### src/rtl/alu_sequencer_if.sv
// Decode-side request and consumer-side response channels of the ALU sequencer.
interface alu_sequencer_if #(
  parameter int DATA_W = 16,
  parameter int OP_W   = 5,
  parameter int FLAG_W = 4
);
  logic              in_valid;
  logic              in_ready;
  logic [OP_W-1:0]   in_op;
  logic [DATA_W-1:0] in_src;
  logic [DATA_W-1:0] in_dst;
  logic              out_valid;
  logic              out_ready;
  logic [DATA_W-1:0] out_result;
  logic [FLAG_W-1:0] out_flags;
  logic              branch_taken;
  logic [DATA_W-1:0] branch_target;

  modport master (
    output in_valid, in_op, in_src, in_dst, out_ready,
    input  in_ready, out_valid, out_result, out_flags, branch_taken, branch_target
  );

  modport slave (
    input  in_valid, in_op, in_src, in_dst, out_ready,
    output in_ready, out_valid, out_result, out_flags, branch_taken, branch_target
  );
endinterface

### src/rtl/alu_sequencer.sv
// Issue controller for a registered ALU: one op in flight, branch resolution,
// carry fix-up ops, and interrupt carry save/restore built from SETC/CLRC.
module alu_sequencer #(
  parameter int DATA_W = 16,
  parameter int OP_W   = 5,
  parameter int FLAG_W = 4
) (
  input  logic              clk,
  input  logic              reset,
  alu_sequencer_if.slave    bus,
  output logic [OP_W-1:0]   alu_control,
  output logic [DATA_W-1:0] alu_src,
  output logic [DATA_W-1:0] alu_dst,
  output logic              alu_reset,
  input  logic [DATA_W-1:0] alu_result,
  input  logic [FLAG_W-1:0] alu_flags,
  input  logic              irq,
  output logic              irq_ack,
  output logic              in_service
);
  localparam logic [OP_W-1:0] OP_NOP  = OP_W'(0);
  localparam logic [OP_W-1:0] OP_SETC = OP_W'(1);
  localparam logic [OP_W-1:0] OP_CLRC = OP_W'(2);
  localparam logic [OP_W-1:0] OP_JZ   = OP_W'(20);
  localparam logic [OP_W-1:0] OP_JN   = OP_W'(21);
  localparam logic [OP_W-1:0] OP_JC   = OP_W'(22);
  localparam logic [OP_W-1:0] OP_JMP  = OP_W'(23);
  localparam logic [OP_W-1:0] OP_RETI = OP_W'(26);

  typedef enum logic [2:0] {S_IDLE, S_ISSUE, S_WAIT, S_FIXUP, S_RESP} state_t;

  state_t            state, state_nx;
  logic [OP_W-1:0]   op_q;
  logic [DATA_W-1:0] src_q, dst_q, res_q;
  logic [FLAG_W-1:0] flags_q;
  logic              saved_carry;  // only carry is ever restored on RETI
  logic              taken_q;
  logic [1:0]        rst_sr;
  logic              resp_valid, idle_ready, irq_take, taken, fixup_need, fix_carry;

  // Shift register holds the ALU in reset for two edges after release.
  assign alu_reset  = ~rst_sr[1];
  assign irq_take   = (state == S_IDLE) & irq & ~in_service;
  assign idle_ready = ~alu_reset & ~(irq & ~in_service);
  assign taken      = ((op_q == OP_JZ) & alu_flags[1]) | ((op_q == OP_JN) & alu_flags[2]) |
                      ((op_q == OP_JC) & alu_flags[0]) |  (op_q == OP_JMP);
  assign fixup_need = ((op_q == OP_JC) & taken) | ((op_q == OP_RETI) & in_service);
  assign fix_carry  = (op_q == OP_RETI) & saved_carry;

  assign alu_src            = src_q;
  assign alu_dst            = dst_q;
  assign bus.out_valid      = resp_valid;
  assign bus.out_result     = res_q;
  assign bus.out_flags      = flags_q;
  assign bus.branch_taken   = resp_valid & taken_q;
  assign bus.branch_target  = res_q;

  // NOTE: every state element uses <= so all registers sample pre-edge values together.
  always_ff @(posedge clk or negedge reset) begin
    if (!reset) begin
      state       <= S_IDLE;
      rst_sr      <= 2'b00;
      op_q        <= '0;
      src_q       <= '0;
      dst_q       <= '0;
      res_q       <= '0;
      flags_q     <= '0;
      saved_carry <= 1'b0;
      taken_q     <= 1'b0;
      in_service  <= 1'b0;
    end else begin
      state  <= state_nx;
      rst_sr <= {rst_sr[0], 1'b1};
      case (state)
        S_IDLE: begin
          if (irq_take) begin
            saved_carry <= alu_flags[0];
            in_service  <= 1'b1;
          end else if (bus.in_valid && idle_ready) begin
            op_q  <= bus.in_op;
            src_q <= bus.in_src;
            dst_q <= bus.in_dst;
          end
        end
        S_WAIT: begin
          res_q   <= alu_result;
          flags_q <= alu_flags;
          taken_q <= taken;
        end
        S_FIXUP: begin
          flags_q[0] <= fix_carry;
          if (op_q == OP_RETI) in_service <= 1'b0;
        end
        default: ;
      endcase
    end
  end

  // NOTE: defaults first so no path through the case leaves an output unassigned (no latches).
  always_comb begin
    state_nx     = state;
    alu_control  = OP_NOP;
    bus.in_ready = 1'b0;
    resp_valid   = 1'b0;
    irq_ack      = 1'b0;
    case (state)
      S_IDLE: begin
        bus.in_ready = idle_ready;
        irq_ack      = irq_take;
        if (!irq_take && bus.in_valid && idle_ready) state_nx = S_ISSUE;
      end
      S_ISSUE: begin
        alu_control = op_q;
        state_nx    = S_WAIT;
      end
      S_WAIT:  state_nx = fixup_need ? S_FIXUP : S_RESP;
      S_FIXUP: begin
        alu_control = fix_carry ? OP_SETC : OP_CLRC;
        state_nx    = S_RESP;
      end
      S_RESP: begin
        resp_valid = 1'b1;
        if (bus.out_ready) state_nx = S_IDLE;
      end
      default: state_nx = S_IDLE;
    endcase
  end
endmodule

### src/flat_wrapper.sv
// flat-port wrapper written by rule: the top's interface ports become plain ports
module alu_sequencer_flat 
#(
  parameter int DATA_W = 16,
  parameter int OP_W   = 5,
  parameter int FLAG_W = 4
)
  (clk, reset, alu_control, alu_src, alu_dst, alu_reset, alu_result, alu_flags, irq, irq_ack, in_service, bus_in_valid, bus_in_op, bus_in_src, bus_in_dst, bus_out_ready, bus_in_ready, bus_out_valid, bus_out_result, bus_out_flags, bus_branch_taken, bus_branch_target);
  alu_sequencer_if #(.DATA_W(DATA_W), .OP_W(OP_W), .FLAG_W(FLAG_W)) bus_i ();
  input  logic clk;
  input  logic reset;
  output logic [OP_W-1:0] alu_control;
  output logic [DATA_W-1:0] alu_src;
  output logic [DATA_W-1:0] alu_dst;
  output logic alu_reset;
  input  logic [DATA_W-1:0] alu_result;
  input  logic [FLAG_W-1:0] alu_flags;
  input  logic irq;
  output logic irq_ack;
  output logic in_service;
  input wire logic [$bits(bus_i.in_valid)-1:0] bus_in_valid;
  input wire logic [$bits(bus_i.in_op)-1:0] bus_in_op;
  input wire logic [$bits(bus_i.in_src)-1:0] bus_in_src;
  input wire logic [$bits(bus_i.in_dst)-1:0] bus_in_dst;
  input wire logic [$bits(bus_i.out_ready)-1:0] bus_out_ready;
  output wire logic [$bits(bus_i.in_ready)-1:0] bus_in_ready;
  output wire logic [$bits(bus_i.out_valid)-1:0] bus_out_valid;
  output wire logic [$bits(bus_i.out_result)-1:0] bus_out_result;
  output wire logic [$bits(bus_i.out_flags)-1:0] bus_out_flags;
  output wire logic [$bits(bus_i.branch_taken)-1:0] bus_branch_taken;
  output wire logic [$bits(bus_i.branch_target)-1:0] bus_branch_target;
  assign bus_i.in_valid = bus_in_valid;
  assign bus_i.in_op = bus_in_op;
  assign bus_i.in_src = bus_in_src;
  assign bus_i.in_dst = bus_in_dst;
  assign bus_i.out_ready = bus_out_ready;
  assign bus_in_ready = bus_i.in_ready;
  assign bus_out_valid = bus_i.out_valid;
  assign bus_out_result = bus_i.out_result;
  assign bus_out_flags = bus_i.out_flags;
  assign bus_branch_taken = bus_i.branch_taken;
  assign bus_branch_target = bus_i.branch_target;
  alu_sequencer #(.DATA_W(DATA_W), .OP_W(OP_W), .FLAG_W(FLAG_W)) u_core (.clk(clk), .reset(reset), .bus(bus_i), .alu_control(alu_control), .alu_src(alu_src), .alu_dst(alu_dst), .alu_reset(alu_reset), .alu_result(alu_result), .alu_flags(alu_flags), .irq(irq), .irq_ack(irq_ack), .in_service(in_service));
endmodule
### config.mk
export PLATFORM = sky130hd
export DESIGN_NAME = alu_sequencer_flat
export DESIGN_NICKNAME = d
export VERILOG_FILES = /design/src/rtl/alu_sequencer_if.sv /design/src/rtl/alu_sequencer.sv /design/src/flat_wrapper.sv
export SDC_FILE = /design/constraint.sdc
export NUM_CORES = 1
export LEC_CHECK = 0
export ABC_CLOCK_PERIOD_IN_PS = 1750
export CAP_MARGIN = 20
export CORE_MARGIN = 3
export CORE_UTILIZATION = 40
export CTS_CLUSTER_SIZE = 24
export DETAILED_ROUTE_END_ITERATION = 8
export PLACE_DENSITY = 0.89
export SLEW_MARGIN = 0
export SYNTH_ARGS = -nofsm -noshare
export SYNTH_HDL_FRONTEND = slang
export SYNTH_SLANG_ARGS = --single-unit
### constraint.sdc
create_clock -name clk -period 1.75 [get_ports clk]
set_input_delay 0.175 -clock clk [delete_from_list [all_inputs] [get_ports clk]]
set_output_delay 0.175 -clock clk [all_outputs]
set_load 0.02 [all_outputs]
==> summary.md <==
• **worst slew margin relative to its limit** 0.647
• **initial core utilization** 0.427
• **slowest cell delay on critical path** 0.48 ns
• **highest clock rate** 590 MHz
• **number of antenna cells inserted** 0
• **number of distinct library cell variants in the gate-level netlist after synthesis** 29
• **kind of end point of the critical path** output port
• **class of the most critical hold timing path** in2async
• **Compound-Gate Fraction of Synth Area** 0.0277
• **fraction of layout cells with a size suffix above 1** 0.317
• **post-route clock skew** 0.00667 ns
• **TritonRoute pass-1 iters** 4
• **number of nets at the end of the flow** 404
• **worst-margin pin slew** 0.530 ns
• **# DRC** 0
• **critical path data required time** 1.57 ns
• **peak ir drop on the vdd network** 1070 µV
• **aggregate global-route resource usage** 0.172
• **Final Hold Slack** 0.359 ns
• **Leak** 2.01 nW
• **pwr dens** 1990 mW/mm²
• **instance area at placement** 0.00436 mm²
• **post-synthesis share of cell area spent on full adders, half adders and majority gates** 0
• **vias per inst** 4.67
• **Bufs and invs on worst path** 1
• **source-to-sink clock delay at the later pin of the worst-skew pair** 0.33 ns
• **number of routed nets with antenna violations** 0
• **share of the clock period used by the worst path after layout** 0.969
• **data arrival time at the worst-slack endpoint** 1.52 ns
• **mux share of post-synthesis cell area** 0.255
• **count of input and output buffers** 140
• **wire length of the first global-routing pass** 10400 µm
• **sort of element at the start of the critical path** flop
• **Congestion Overflow GR** 0
• **Period minus WS final** 1.70 ns
• **main combinational cell family by area after synthesis** multiplexers
• **total of max-cap violations** 0
• **Cell Rows** 29
• **vias** 2056
• **antenna violations before repair** 0
• **vias in the first global route** 2268
• **Die Footprint** 0.00804 mm²
• **Register-to-Register Setup Slack** 0.15 ns
• **count of endpoints failing hold in the final timing report** 0
• **slowest library cell on the worst path** sky130_fd_sc_hd__dfrtp_2
• **final number of setup-violating endpoints** 0
• **pin count of the biggest net entering global routing** 35
• **cell at the root of the clock tree** sky130_fd_sc_hd__clkbuf_8
• **Layout Cells excl Fill** 440
• **RSZ-0062 raised after global routing** no
• **Layout Cell Area excl Fill** 0.00462 mm²
• **leading cell type in the layout, fill and taps excluded** sky130_fd_sc_hd__clkdlybuf4s50_1
• **register clock-pin slew on the reported worst setup and hold paths** 0.07 ns
• **number of clock sinks** 65
• **simple-gate share of the synthesized area** 0.0688
• **Worst R2R Path Depth** 6
• **CTS tree** done
• **count of pins on the block boundary** 141
• **max-slew violation total from the final report** 0
• **overall power of the completed layout** 9.18 mW
• **dominant cells by area after synthesis** sky130_fd_sc_hd__dfrtp_1 (58%), sky130_fd_sc_hd__mux2_2 (15%), sky130_fd_sc_hd__mux2_4 (10%)
• **DP HPWL** 5340 µm
• **H-tree lvl count** 3
• **crit path kind** reg2out
• **total length of routed wires** 6910 µm
• **Syn Std Cell Area** 0.00280 mm²
• **number of cells in the design after placement** 422
• **largest buffer count on any clock path** 2
• **DIE HEIGHT** 89.7 µm
• **initial detailed-routing violation count** 31
• **global placer's final weighted congestion** 0.941
• **xor and xnor fraction of the mapped netlist area** 0
• **sequential area share after synthesis** 0.581
• **run status** completed
• **area added between synthesis and finish** 64.8%
• **drt wl/cell** 15.7 µm
• **capture point of the worst reg-to-reg path** u_core.alu_dst[8]
• **most used cells in the layout excluding fill and tap cells** sky130_fd_sc_hd__clkdlybuf4s50_1 (130), sky130_fd_sc_hd__dfrtp_1 (62), sky130_fd_sc_hd__mux2_2 (38)
• **Yosys top cell area share** 0.581
• **TritonCTS Buffers** 9
• **number of standard cells after synthesis** 192
• **Filler cells** 486
• **maximum fanout along the worst path** 6
• **syn_area_per_cell** 14.6 µm²
• **Yosys warnings** 0
• **Horiz. Die Dim** 89.7 µm
• **sequence of cells on the critical path** nor3b_2 -> and2_1 -> dlygate4sd2_1
• **cell type with the highest aggregate area in the netlist** sky130_fd_sc_hd__dfrtp_1
• **flip-flop and latch count after synthesis** 65
• **beginning of the worst register-to-register path** u_core.state[1]
• **net count after synthesis** 254
• **core region area** 0.00657 mm²
• **CP delay by family, top** flip-flops
==> worst max-delay path by stage <==
stage | cells past startpoint | startpoint | to
detailed placement | 4 | irq | irq_ack
CTS | 3 | u_core.state[0] | bus_branch_taken
global route | 3 | u_core.state[0] | bus_branch_taken
finish | 3 | u_core.state[0] | bus_branch_taken
global placement | 4 | irq | irq_ack
floorplan | 3 | u_core.state[1] | bus_branch_taken
==> cell type report <==
type / instances / area, µm² / share of cell area
Sequential cell: 65 / 1630 / 0.353
Timing Repair Buffer: 163 / 1620 / 0.350
Multi-Input combinational cell: 99 / 1010 / 0.219
Clock buffer: 12 / 155 / 0.0336
Tap cell: 93 / 116 / 0.0252
Clock inverter: 4 / 75.1 / 0.0163
Inverter: 4 / 15.0 / 0.00325
==> cells in the mapped netlist (all sizes together) <==
master	number
inv	4
nor2b	2
and3b	3
a31oi	2
buf	22
a22o	1
dfrtp	65
and3	1
nor3	2
o2111ai	2
clkbuf	2
o22a	1
nand4	3
nor3b	4
nor2	4
nand2	2
and2	3
conb	1
o211ai	1
mux2	57
o21a	1
a21oi	3
nor4	1
nand3	1
nand2b	4
==> flip-flops by register name, indices dropped and copies added (netlist names) <==
signal                    cells
u_core.saved_carry            1
u_core.rst_sr                 2
u_core.alu_dst               16
u_core.bus.out_flags          4
u_core.in_service             1
u_core.op_q                   5
u_core.taken_q                1
u_core.state                  3
u_core.alu_src               16
u_core.bus.branch_target     16
==> through the flow <==
step	setup slack [ns]	TNS, ns	utilization
2_1_floorplan	0.0290	0	-
3_3_place_gp	0.00200	0	0.665
3_5_place_dp	-0.0213	-0.0213	0.665
4_1_cts	-0.00266	-0.00266	0.703
5_1_grt	0.000718	0	0.703
6_report	0.0545	0	0.703
==> metal layers <==
| layer | vias to the layer above | routed length [µm] | track usage |
|---|---|---|---|
| met1 | 987 | 2620 | 0.186 |
| met4 | 0 | 93 | 0.0771 |
| met5 | - | 0 | 0 |
| met3 | 8 | 751 | 0.0602 |
| met2 | 105 | 3450 | 0.302 |
| li1 | 956 | - | - |
==> kinds of logic after synthesis <==
logic type | after synthesis
other | 1
flip-flops | 65
buffers and inverters | 28
multiplexers | 57
AO/OA/AOI/OAI | 11
AND/OR/NAND/NOR | 30
==> worst reg2reg max path: cells and delay by family (launching register included) <==
kind	cells	cell delay [ns]
and+or+nand+nor	2	0.24
muxes	1	0.31
DFF	1	0.44
buffers and inverters	3	0.50
==> report_power, final <==
part	leakage [nW]	internal, mW	switching [mW]
Clock	0.109	0.881	0.560
Combinational	1.15	2.80	2.21
Sequential	0.760	2.26	0.474
==> timing repair <==
item,4_1_cts,5_1_grt
resized for setup,21,8
buffers inserted,0,1
hold buffers,1,0
endpoints found under the setup margin,8,39
endpoints found under the hold margin,20,0
pin swaps,0,1
No activity file was read; power rests on OpenSTA's default activity.
